## src/rtl/fp_ctrl_pkg.sv

```systemverilog
// fp_ctrl_pkg: shared state encoding and FP constants for the EX-stage FP controller
package fp_ctrl_pkg;
  typedef enum logic [1:0] {IDLE = 2'd0, WAIT = 2'd1, DONE = 2'd2} state_t;
  localparam logic [1:0] FP_ADD = 2'b00;
  localparam logic [1:0] FP_SUB = 2'b01;
  localparam logic [1:0] FP_MUL = 2'b10;
  localparam logic [1:0] FP_DIV = 2'b11;
  localparam logic [31:0] FP_CANON_NAN = 32'h7FC00000;
endpackage

```

## src/rtl/perf_counter.sv

```systemverilog
// perf_counter: wrapping event counter with async active-high reset
module perf_counter #(
  parameter int CNT_W = 16
) (
  input  logic             clk,
  input  logic             reset,
  input  logic             inc,
  output logic [CNT_W-1:0] count
);
  always_ff @(posedge clk or posedge reset)
    if (reset) count <= '0;
    else if (inc) count <= count + CNT_W'(1);
endmodule

```

## src/rtl/fp_exec_ctrl.sv

```systemverilog
// fp_exec_ctrl: sequences the multi-cycle FP unit in EX, stalling the pipe until result or timeout
module fp_exec_ctrl
  import fp_ctrl_pkg::*;
#(
  parameter int TIMEOUT = 31,
  parameter int CNT_W   = 16
) (
  input  logic             clk,
  input  logic             reset,
  input  logic             IsFpE,
  input  logic [1:0]       FpOpE,
  input  logic             fp_valid_i,
  input  logic [31:0]      fp_result_i,
  output logic             fp_start_o,
  output logic [1:0]       fp_op_o,
  output logic             stall_o,
  output logic             fp_done_o,
  output logic [31:0]      fp_result_o,
  output logic             busy_o,
  output logic             timeout_o,
  output logic [CNT_W-1:0] fp_ops_o,
  output logic [CNT_W-1:0] stall_cycles_o
);
  localparam int WW = $clog2(TIMEOUT + 1);
  localparam logic [WW-1:0] LAST = WW'(TIMEOUT - 1);
  state_t state;
  logic [1:0] opQ;
  logic [WW-1:0] waitCnt;
  logic issue;
  // Reset gating keeps every combinational output low while reset is held
  assign issue = !reset && state == IDLE && IsFpE;
  assign fp_start_o = issue;
  assign stall_o = issue || (!reset && state == WAIT);
  assign fp_done_o = !reset && state == DONE;
  assign busy_o = !reset && state != IDLE;
  assign fp_op_o = reset ? 2'b00 : issue ? FpOpE : opQ;
  always_ff @(posedge clk or posedge reset)
    if (reset) begin
      state <= IDLE;
      opQ <= '0;
      waitCnt <= '0;
      fp_result_o <= '0;
      timeout_o <= 1'b0;
    end else
      case (state)
        IDLE: if (IsFpE) begin
          opQ <= FpOpE;
          waitCnt <= '0;
          state <= WAIT;
        end
        WAIT: begin
          waitCnt <= waitCnt + WW'(1);
          if (fp_valid_i) begin
            fp_result_o <= fp_result_i;
            state <= DONE;
          end else if (waitCnt == LAST) begin
            fp_result_o <= FP_CANON_NAN;
            timeout_o <= 1'b1;
            state <= DONE;
          end
        end
        default: state <= IDLE;
      endcase
  perf_counter #(.CNT_W(CNT_W)) opsCnt (.clk(clk), .reset(reset), .inc(fp_done_o), .count(fp_ops_o));
  perf_counter #(.CNT_W(CNT_W)) stallCnt (.clk(clk), .reset(reset), .inc(stall_o), .count(stall_cycles_o));
endmodule

```

## config.mk

```make
export PLATFORM = sky130hd
export DESIGN_NAME = fp_exec_ctrl
export DESIGN_NICKNAME = d
export VERILOG_FILES = /design/src/rtl/fp_ctrl_pkg.sv /design/src/rtl/perf_counter.sv /design/src/rtl/fp_exec_ctrl.sv
export SDC_FILE = /design/constraint.sdc
export NUM_CORES = 1
export LEC_CHECK = 0
export ABC_AREA = 0
export ABC_CLOCK_PERIOD_IN_PS = 2000
export BUFFER_PORTS_ARGS = -buffer_cell sky130_fd_sc_hd__buf_2
export CAP_MARGIN = 10
export CORE_ASPECT_RATIO = 0.7
export CORE_MARGIN = 2
export CORE_UTILIZATION = 38
export DETAILED_ROUTE_END_ITERATION = 7
export PLACE_DENSITY_LB_ADDON = 0.08
export SETUP_SLACK_MARGIN = 0.1
export SLEW_MARGIN = 20
export SYNTH_ARGS = -nofsm -noshare
export SYNTH_HDL_FRONTEND = slang
export SYNTH_HIERARCHICAL = 1
export SYNTH_SLANG_ARGS = --single-unit
```

## constraint.sdc

```tcl
create_clock -name clk -period 2 [get_ports clk]
set_input_delay 0.2 -clock clk [delete_from_list [all_inputs] [get_ports clk]]
set_output_delay 0.2 -clock clk [all_outputs]
set_load 0.03 [all_outputs]
```

==> flow_summary.json, run 1 <==
{
  "run_status": "finished clean",
  "worst-slew-pin-transition_ns": 0.615,
  "synth-adder-area-share_pct": 1.57,
  "vias": 2498,
  "synth-seq-cells": 74,
  "tritoncts": "built",
  "startpoint_type": "flip-flop",
  "kind_of_capture_point_of_the_worst_setup_path": "primary output",
  "synthDominantAreaCellType": "sky130_fd_sc_hd__dfrtp_1",
  "crit_arrival_ns": 1.74,
  "syn-cell-area_um2": 3200,
  "synth.net_count": 344,
  "grt_first_pass_wirelength_mm": 11.5,
  "synth_async_sr_flop_share_pct": 100,
  "route.detailed.wl_per_inst_um": 13.7,
  "multi_input_comb_area_um2": 1290,
  "maxCapViolations": 0,
  "layout-area-overhead-vs-synth_pct": 31.5,
  "track_usage_pct": 16.3,
  "clkLatencyLatePin_ns": 0.33,
  "fin_worst_skew_ns": 0.00322,
  "depth_of_the_cts_h_tree": 3,
  "drc_errors": 0,
  "grt_pass1_vias": 2361,
  "finished_layout_cell_area_um2": 4200,
  "post_synth_most_frequent_cells": "sky130_fd_sc_hd__dfrtp_1 (74), sky130_fd_sc_hd__nand2_1 (61), sky130_fd_sc_hd__nor2_1 (29)",
  "unrepaired_setup_endpoints_after_global_routing": "true",
  "critical_path_class": "reg2out",
  "vdd_drop_max_uv": 827,
  "layout_min_cycle_time_ns": 1.94,
  "first_iter_violations": 139,
  "netlist_instances": 302,
  "core_area_um2": 8010,
  "power_per_cell_area_nw_per_um2": 1410,
  "synth.most_common_cell": "sky130_fd_sc_hd__dfrtp_1",
  "layout.nets": 465,
  "leakagePower_nw": 2.15,
  "worst_slew_margin_rel_pct": 59.0,
  "n_fill_cell": 759,
  "cts.sink_count": 74,
  "design.die.area_um2": 9170,
  "detail_route.first_pass.iterations": 4,
  "die_h_um": 80.7,
  "synthesis.area_per_instance_um2": 10.6,
  "netlist-cell-type-count": 35,
  "hold_path.class": "in2reg",
  "cts.clk_slew.worst_paths_ns": 0.05,
  "count_of_pins_over_their_slew_limit": 0,
  "place_hpwl_mm": 4.99,
  "number_of_i_o_port_buffers": 108,
  "cts-root-buf": "sky130_fd_sc_hd__clkbuf_16",
  "gr-total-overflow": 0,
  "antenna-diode-count": 0,
  "avgViaCountPerCell": 4.75,
  "gp_congestion": 0.784,
  "synth_edf_count": 0,
  "cp_data_required_time_ns": 1.80,
  "final.hold.worst_slack_ns": 0.0723,
  "area_fraction_in_compound_gates_after_synthesis_pct": 6.66,
  "netlist.area_leader.share_pct": 57.9,
  "grt_start_max_net_pins": 42,
  "cts_buffer_count": 9,
  "maxClockFrequency_ghz": 0.517,
  "final_setup_violation_count": 0,
  "synthSimpleGateAreaFrac_pct": 20.8,
  "main_combinational_cell_family_by_area_after_synthesis": "simple AND/OR/NAND/NOR gates",
  "crit_fanout": 4,
  "storage_cell_area_um2": 1850,
  "xor_xnor_share_of_the_synthesized_area_pct": 8.22,
  "synth.area.mux_share_pct": 2.27,
  "wirelength_mm": 7.19,
  "dpl_cell_area_um2": 3870,
  "top_post_synthesis_cells_by_area": "sky130_fd_sc_hd__dfrtp_1 (58%), sky130_fd_sc_hd__nand2_1 (7.2%), sky130_fd_sc_hd__xnor2_1 (5.5%)",
  "power_mw": 5.93,
  "number_of_nets_with_antenna_violations_after_routing": 0,
  "placementRows": 27,
  "synth.yosys.seq_area_share_pct": 57.9,
  "count_of_final_hold_check_violations": 0,
  "initial_cell_density_of_the_core_pct": 39.9,
  "setup_total_negative_slack_ns": 0,
  "final_layout_size_suffix_gt1_share_pct": 34.8,
  "chipWidth_um": 114,
  "final_min_period_over_clock_period_pct": 96.8,
  "ys.flop_type": "sky130_fd_sc_hd__dfrtp_1",
  "yosys_warnings": 6,
  "ios": 109,
  "clock_path_buffers": 2,
  "antenna_violations_before_repair": 1
}
## repair_timing
item / in CTS / in global routing
gates resized for setup: 6 / 0
hold endpoints to repair: 1 / 0
setup buffers: 4 / 2
endpoints found under the setup margin: 2 / 6
hold buffers: 1 / 0
pin swaps: 3 / 2
## logic make-up after synthesis
family / count (synthesis)
compound gates: 40
xor+xnor: 30
fa+ha+maj: 4
buf+inv: 17
flops: 74
mux: 6
simple gates: 131
## stage by stage
step / cells / worst slack [ns] / utilization [%]
after global routing: 526 / 0.0239 / 52.5
after CTS: 524 / 0.0541 / 52.3
final: 526 / 0.0639 / 52.5
after floorplan: 302 / 0.146 / -
after detailed placement: 506 / 0.145 / 48.3
after global placement: 506 / 0.181 / 48.3
## flip-flops by register name, indices dropped and copies added (netlist names)
signal          count
stallCnt/count     16
opsCnt/count       16
timeout_o           1
opQ                 2
fp_result_o        32
waitCnt             5
state               2
## path summary, 6_finish.rpt
path | slack (ns) | from | cells after the start | endpoint
min in group asynchronous | 0.37 | reset | 3 | opQ[0]$_DFFE_PP0P_
hold reg to reg | 0.46 | timeout_o$_DFFE_PP0P_ | 1 | timeout_o$_DFFE_PP0P_
hold / removal | 0.07 | fp_result_i[9] | 3 | fp_result_o[9]$_DFFE_PP0P_
setup reg to reg | 0.22 | state[0]$_DFFE_PP0P_ | 7 | opsCnt/count[12]$_DFFE_PP0P_
max in group asynchronous | 0.91 | reset | 4 | fp_result_o[26]$_DFFE_PP0P_
setup / recovery | 0.06 | state[0]$_DFFE_PP0P_ | 4 | fp_op_o[0]
## final cells by class
class | instances | area share (%)
inverters | 6 | 0.536
clock buffers | 13 | 6.19
repair buffers | 121 | 15.5
multi-input cells | 211 | 30.6
well taps | 101 | 3.01
flip-flops and latches | 74 | 44.1
## cells in the final DEF (no fill, tap or decap), drive strengths merged, types with 11 or more instances in the layout
cell type  count
xnor2         20
nand3         11
buf          120
clkbuf        13
nand2         61
nor2          29
o21ai         26
dfrtp         74
## critical path, cell delays in order (launching register included)
cell and delay [ns]:
sky130_fd_sc_hd__dfrtp_1 0.38, sky130_fd_sc_hd__or3b_4 0.44, sky130_fd_sc_hd__mux2_4 0.32, sky130_fd_sc_hd__and2_4 0.14
sky130_fd_sc_hd__buf_6 0.13
## report_power, final
group	leakage [nW]	internal [mW]	switching, mW
logic	1.09	0.713	1.46
registers	0.934	1.95	0.356
clock network	0.128	0.887	0.553
## per-layer routing
| metal | wire, µm | GRT usage, % | up-vias | part of all wire (%) |
|---|---|---|---|---|
| met5 | 11 | 0 | - | 0.15 |
| met4 | 75 | 5.85 | 2 | 1.0 |
| met3 | 477 | 5.89 | 11 | 6.6 |
| met2 | 3050 | 23.6 | 74 | 42 |
| met1 | 3580 | 22.6 | 1174 | 50 |
| li1 | - | - | 1237 | - |
Power figures use the tool's default switching activity.
==> run 2, diff against run 1 <==
--- a/config.mk
+++ b/config.mk
@@ -6,7 +6,7 @@
 export NUM_CORES = 1
 export LEC_CHECK = 0
 export ABC_AREA = 0
-export ABC_CLOCK_PERIOD_IN_PS = 2000
+export ABC_CLOCK_PERIOD_IN_PS = 2100
 export BUFFER_PORTS_ARGS = -buffer_cell sky130_fd_sc_hd__buf_2
 export CAP_MARGIN = 10
 export CORE_ASPECT_RATIO = 0.7
==> constraint.sdc (replaced) <==
create_clock -name clk -period 2.1 [get_ports clk]
set_input_delay 0.21 -clock clk [delete_from_list [all_inputs] [get_ports clk]]
set_output_delay 0.21 -clock clk [all_outputs]
set_load 0.03 [all_outputs]
==> run 2 against run 1 <==
Effect of this change: largest power group unchanged; cell count grew 0.38%; critical endpoint is now fp_op_o[1]; power shrank 0.13%; worst hold slack gained 0.0057 ns.
==> flow_summary.json, run 2 (synthesized netlist as in run 1, its figures left out) <==
{
  "placementRows": 27,
  "most_flop_heavy_register": "fp_result_o",
  "die_h_um": 80.7,
  "first_iter_violations": 113,
  "worst_slack_ns": 0.137,
  "maxCapViolations": 0,
  "tritoncts": "built",
  "power_mw": 5.92,
  "maxClockFrequency_ghz": 0.509,
  "number_of_nets_with_antenna_violations_after_routing": 0,
  "groute.layer.met2.usage_pct": 23.3,
  "initial_cell_density_of_the_core_pct": 39.9,
  "dpl_cell_area_um2": 3860,
  "globalRoute.busiestLayer": "met1",
  "cts_buffer_count": 9,
  "part_of_the_total_power_dissipated_in_combinational_logic_pct": 34.9,
  "crit_fanout": 4,
  "startpoint_type": "flip-flop",
  "cts-root-buf": "sky130_fd_sc_hd__clkbuf_16",
  "timing.reg2reg.worst_path_depth": 7,
  "power_per_cell_area_nw_per_um2": 1390,
  "switching_power_mw": 2.32,
  "leading_cell_type_in_the_layout_fill_and_taps_excluded": "sky130_fd_sc_hd__buf_2",
  "layout.nets": 464,
  "drc_errors": 0,
  "antenna_violations_before_repair": 0,
  "r2r_setup_slack_ns": 0.24,
  "depth_of_the_cts_h_tree": 3,
  "pwr-share-clk_pct": 27.6,
  "chipWidth_um": 114,
  "met3_layer_usage_reported_by_global_route_pct": 7.70,
  "setup_total_negative_slack_ns": 0,
  "count_of_final_hold_check_violations": 0,
  "avgViaCountPerCell": 4.77,
  "crit_arrival_ns": 1.75,
  "antenna-diode-count": 0,
  "critical_path_class": "reg2out",
  "largestRegisters": "fp_result_o: 32 flops, opsCnt/count: 16 flops, stallCnt/count: 16 flops",
  "hold-path-cell-count": 3,
  "final.hold.worst_slack_ns": 0.0779,
  "cts.sink_count": 74,
  "place_hpwl_mm": 5.15,
  "grt_first_pass_wirelength_mm": 12.0,
  "finished_layout_cell_area_um2": 4260,
  "post_place_setup_slack_ns": 0.232,
  "number_of_i_o_port_buffers": 108,
  "gr-total-overflow": 0,
  "route.detailed.wl_per_inst_um": 13.9,
  "post_layout_nonfiller_instances": 528,
  "final_layout_size_suffix_gt1_share_pct": 35.8,
  "n_fill_cell": 742,
  "grt_pass1_vias": 2369,
  "core_area_um2": 8010,
  "multi_input_comb_area_um2": 1290,
  "power_switching_share_pct": 39.2,
  "hold_path.class": "in2reg",
  "final_setup_violation_count": 0,
  "layout-area-overhead-vs-synth_pct": 33.2,
  "count_of_pins_over_their_slew_limit": 0,
  "timing.hold.worst_endpoint": "fp_result_o[20]$_DFFE_PP0P_",
  "min-delay-start": "fp_result_i[20]",
  "globalRouteMet1Util_pct": 24.3,
  "run_status": "finished clean",
  "ios": 109,
  "vdd_drop_max_uv": 712,
  "final_min_period_over_clock_period_pct": 93.5,
  "detail_route.first_pass.iterations": 4,
  "clkLatencyLatePin_ns": 0.33,
  "crit-reg2reg-launch": "state[1]$_DFFE_PP0P_",
  "total_placed_cells_including_tap_cells": 505,
  "cts.clk_slew.worst_paths_ns": 0.06,
  "unrepaired_setup_endpoints_after_global_routing": "false",
  "fin_worst_skew_ns": 0.00486,
  "leakagePower_nw": 2.17,
  "gp_congestion": 0.754,
  "worst_slew_margin_rel_pct": 58.3,
  "fin_util_pct": 53.2,
  "design.die.area_um2": 9170,
  "storage_cell_area_um2": 1850,
  "vias": 2518,
  "worst-slew-pin-transition_ns": 0.625,
  "cp_data_required_time_ns": 1.89,
  "mostFrequentLayoutCells": "sky130_fd_sc_hd__buf_2 (106), sky130_fd_sc_hd__dfrtp_1 (72), sky130_fd_sc_hd__nand2_1 (61), sky130_fd_sc_hd__nor2_1 (28), sky130_fd_sc_hd__o21ai_0 (26)",
  "track_usage_pct": 17.2,
  "grt_start_max_net_pins": 42,
  "clock_path_buffers": 2,
  "r2r-end": "stallCnt/count[12]$_DFFE_PP0P_",
  "power.sequential.fraction_pct": 37.5,
  "kind_of_capture_point_of_the_worst_setup_path": "primary output",
  "layout_min_cycle_time_ns": 1.96,
  "power.internal_mw": 3.60,
  "wirelength_mm": 7.36,
  "largest_reg_flops": 32
}
## run 2: changes by cell type in the layout (fill, tap and decap cells not counted)
| cell | delta |
|---|---|
| sky130_fd_sc_hd__buf_4 | -1 |
| sky130_fd_sc_hd__bufinv_16 | +2 |
| sky130_fd_sc_hd__clkbuf_1 | -1 |
| sky130_fd_sc_hd__clkbuf_8 | -1 |
| sky130_fd_sc_hd__clkinv_2 | +2 |
| sky130_fd_sc_hd__clkinvlp_4 | +1 |
| sky130_fd_sc_hd__dfrtp_1 | -2 |
| sky130_fd_sc_hd__dfrtp_2 | +2 |
## run 2: cell type report
class                           instances  area share [%]
Tap cell                              101            2.97
Sequential cell                        74            43.6
Multi-Input combinational cell        211            30.2
Clock buffer                           11            5.70
Clock inverter                          5            1.82
Timing Repair Buffer                  120            15.2
Inverter                                6           0.529
## run 2: what timing repair did
action | CTS | global route
cloned | 0 | 0
resized for setup | 7 | 1
setup buffers | 3 | 3
setup endpoints to repair | 2 | 4
endpoints found under the hold margin | 1 | 0
pin swaps | 1 | 5
hold buffers | 1 | 0
## run 2: worst max-delay path by stage
stage / start / to / slack, ns / depth (start not counted)
6_report: state[1]$_DFFE_PP0P_ / fp_op_o[1] / 0.14 / 4
5_1_grt: state[1]$_DFFE_PP0P_ / fp_op_o[1] / 0.1 / 4
4_1_cts: state[0]$_DFFE_PP0P_ / fp_op_o[0] / 0.11 / 4
3_5_place_dp: state[0]$_DFFE_PP0P_ / fp_op_o[1] / 0.23 / 4
3_3_place_gp: state[0]$_DFFE_PP0P_ / fp_op_o[1] / 0.27 / 4
2_1_floorplan: state[0]$_DFFE_PP0P_ / opsCnt/count[13]$_DFFE_PP0P_ / 0.15 / 6
## run 2: worst max-delay path: stages, from the launching register on
cell and delay (ns):
sky130_fd_sc_hd__dfrtp_2 0.40, sky130_fd_sc_hd__or3b_4 0.43, sky130_fd_sc_hd__mux2_4 0.32, sky130_fd_sc_hd__and2_4 0.14, sky130_fd_sc_hd__buf_6 0.13
## run 2: layer usage
metal	up-vias	wire [µm]
met3	10	574
met2	72	3070
met4	0	96
met1	1191	3610
met5	-	0
li1	1245	-
## run 2: power groups by stage
stage          registers, mW  clock network [mW]  logic [mW]
3_5_place_dp            2.24                   0        2.01
3_3_place_gp            2.24                   0        1.99
6_report                2.22                1.63        2.06
4_1_cts                 2.22                1.67        2.06
5_1_grt                 2.28                1.74        2.25
2_1_floorplan           2.95                   0       0.670
==> run 3, diff against run 2 <==
--- a/config.mk
+++ b/config.mk
@@ -9,7 +9,8 @@
 export ABC_CLOCK_PERIOD_IN_PS = 2100
 export BUFFER_PORTS_ARGS = -buffer_cell sky130_fd_sc_hd__buf_2
 export CAP_MARGIN = 10
-export CORE_ASPECT_RATIO = 0.7
+export CELL_PAD_IN_SITES_DETAIL_PLACEMENT = 1
+export CELL_PAD_IN_SITES_GLOBAL_PLACEMENT = 1
 export CORE_MARGIN = 2
 export CORE_UTILIZATION = 38
 export DETAILED_ROUTE_END_ITERATION = 7
==> run 3 against run 2 <==
Effect of this change: design area decreased by 1.5%; sequential share of layout area grew 0.65 points; critical path type unchanged; via count is 2.4% higher; worst setup slack gained 0.019 ns; sequential power about the same; die area down 0.13%; largest cell class unchanged; critical endpoint is now fp_op_o[0].
==> flow_summary.json, run 3 (synthesized netlist as in run 1, its figures left out) <==
{
  "count_of_pins_over_their_slew_limit": 0,
  "startpoint_type": "flip-flop",
  "part_of_the_total_power_dissipated_in_combinational_logic_pct": 36.9,
  "place_hpwl_mm": 5.32,
  "first_iter_violations": 58,
  "chipWidth_um": 95.7,
  "final.hold.worst_slack_ns": 0.0811,
  "leading_cell_type_in_the_layout_fill_and_taps_excluded": "sky130_fd_sc_hd__buf_2",
  "core_area_um2": 8180,
  "final_layout_size_suffix_gt1_share_pct": 35.8,
  "n_fill_cell": 958,
  "vdd_drop_max_uv": 598,
  "worst-slew-pin-transition_ns": 0.624,
  "pwr-share-clk_pct": 24.2,
  "setup_total_negative_slack_ns": 0,
  "timing.hold.worst_endpoint": "fp_result_o[21]$_DFFE_PP0P_",
  "timing.reg2reg.worst_path_depth": 7,
  "cts-root-buf": "sky130_fd_sc_hd__clkbuf_8",
  "hold-path-cell-count": 3,
  "post_layout_nonfiller_instances": 532,
  "r2r-end": "stallCnt/count[15]$_DFFE_PP0P_",
  "leakagePower_nw": 2.15,
  "grt_start_max_net_pins": 42,
  "cts.sink_count": 74,
  "layout_min_cycle_time_ns": 1.94,
  "number_of_nets_with_antenna_violations_after_routing": 0,
  "met3_layer_usage_reported_by_global_route_pct": 4.23,
  "gr-total-overflow": 0,
  "multi_input_comb_area_um2": 1290,
  "layout-area-overhead-vs-synth_pct": 31.2,
  "crit-reg2reg-launch": "state[1]$_DFFE_PP0P_",
  "storage_cell_area_um2": 1850,
  "globalRoute.busiestLayer": "met2",
  "cp_data_required_time_ns": 1.89,
  "layout.nets": 464,
  "hold_path.class": "in2reg",
  "fin_worst_skew_ns": 0.00803,
  "power.internal_mw": 3.38,
  "antenna-diode-count": 0,
  "count_of_final_hold_check_violations": 0,
  "largest_reg_flops": 32,
  "globalRouteMet1Util_pct": 23.0,
  "tritoncts": "built",
  "most_flop_heavy_register": "fp_result_o",
  "vias": 2578,
  "mostFrequentLayoutCells": "sky130_fd_sc_hd__buf_2 (106), sky130_fd_sc_hd__dfrtp_1 (73), sky130_fd_sc_hd__nand2_1 (61), sky130_fd_sc_hd__nor2_1 (28), sky130_fd_sc_hd__o21ai_0 (26)",
  "power_switching_share_pct": 40.1,
  "route.detailed.wl_per_inst_um": 14.4,
  "final_setup_violation_count": 0,
  "kind_of_capture_point_of_the_worst_setup_path": "primary output",
  "cts.clk_slew.worst_paths_ns": 0.08,
  "placementRows": 33,
  "clkLatencyLatePin_ns": 0.33,
  "initial_cell_density_of_the_core_pct": 39.1,
  "track_usage_pct": 17.5,
  "groute.layer.met2.usage_pct": 28.6,
  "critical_path_class": "reg2out",
  "avgViaCountPerCell": 4.85,
  "depth_of_the_cts_h_tree": 3,
  "wirelength_mm": 7.67,
  "crit_arrival_ns": 1.73,
  "cts_buffer_count": 9,
  "run_status": "finished clean",
  "detail_route.first_pass.iterations": 4,
  "clock_path_buffers": 2,
  "design.die.area_um2": 9160,
  "crit_fanout": 4,
  "power_per_cell_area_nw_per_um2": 1340,
  "maxClockFrequency_ghz": 0.514,
  "ios": 109,
  "total_placed_cells_including_tap_cells": 510,
  "largestRegisters": "fp_result_o: 32 flops, opsCnt/count: 16 flops, stallCnt/count: 16 flops",
  "number_of_i_o_port_buffers": 108,
  "drc_errors": 0,
  "r2r_setup_slack_ns": 0.20,
  "die_h_um": 95.7,
  "maxCapViolations": 0,
  "unrepaired_setup_endpoints_after_global_routing": "true",
  "min-delay-start": "fp_result_i[21]",
  "gp_congestion": 0.737,
  "switching_power_mw": 2.26,
  "grt_first_pass_wirelength_mm": 12.6,
  "power.sequential.fraction_pct": 38.9,
  "antenna_violations_before_repair": 0,
  "final_min_period_over_clock_period_pct": 92.6,
  "grt_pass1_vias": 2665,
  "worst_slew_margin_rel_pct": 58.3
}
## run 3: power groups by stage
stage,logic [mW],clock network (mW),registers (mW)
floorplan,0.670,0,2.95
global placement,1.99,0,2.22
detailed placement,2.04,0,2.23
CTS,2.10,1.41,2.20
global route,2.27,1.47,2.26
finish,2.08,1.36,2.19
## run 3: worst max-delay path: stages, from the launching register on
cell and delay (ns):
sky130_fd_sc_hd__dfrtp_1 0.38, sky130_fd_sc_hd__or3b_4 0.44, sky130_fd_sc_hd__mux2_4 0.32, sky130_fd_sc_hd__and2_4 0.14, sky130_fd_sc_hd__buf_6 0.13
## run 3: worst max path at each step
| stage | start | to | slack (ns) | depth (start not counted) |
|---|---|---|---|---|
| floorplan | state[0]$_DFFE_PP0P_ | opsCnt/count[13]$_DFFE_PP0P_ | 0.15 | 6 |
| finish | state[1]$_DFFE_PP0P_ | fp_op_o[0] | 0.16 | 4 |
| CTS | state[0]$_DFFE_PP0P_ | fp_op_o[0] | 0.09 | 4 |
| detailed placement | state[0]$_DFFE_PP0P_ | fp_op_o[0] | 0.21 | 4 |
| global placement | state[0]$_DFFE_PP0P_ | fp_op_o[1] | 0.25 | 4 |
| global route | state[1]$_DFFE_PP0P_ | fp_op_o[0] | 0.09 | 4 |
## run 3: area by class of cell
type	count	share of cell area, %
sequential	74	44.2
multi-input combinational	211	30.7
timing repair buffer	120	15.4
clock buffer	11	3.61
tap	105	3.13
clock inverter	5	2.39
inverter	6	0.537
## run 3: per-stage QoR
step / total power [mW] / instance area (µm²) / setup WS [ns] / util [%]
5_1_grt: 6.00 / 4190 / 0.0921 / 51.3
3_3_place_gp: 4.21 / 3870 / 0.253 / 47.4
6_report: 5.63 / 4190 / 0.156 / 51.3
2_1_floorplan: 3.62 / 3210 / 0.152 / -
4_1_cts: 5.71 / 4180 / 0.0917 / 51.2
3_5_place_dp: 4.27 / 3870 / 0.205 / 47.4
## run 3: per-layer routing
metal  routed length (µm)  part of all wire (%)
met2                 3800                    50
met4                   55                  0.72
met5                    0                     0
met3                  361                   4.7
met1                 3450                    45
## run 3: repair_timing
action | CTS | global route
gates resized for setup | 7 | 0
pin swaps | 1 | 3
setup endpoints to repair | 2 | 3
buffers inserted | 4 | 1
hold buffers | 1 | 0
hold endpoints to repair | 1 | 0
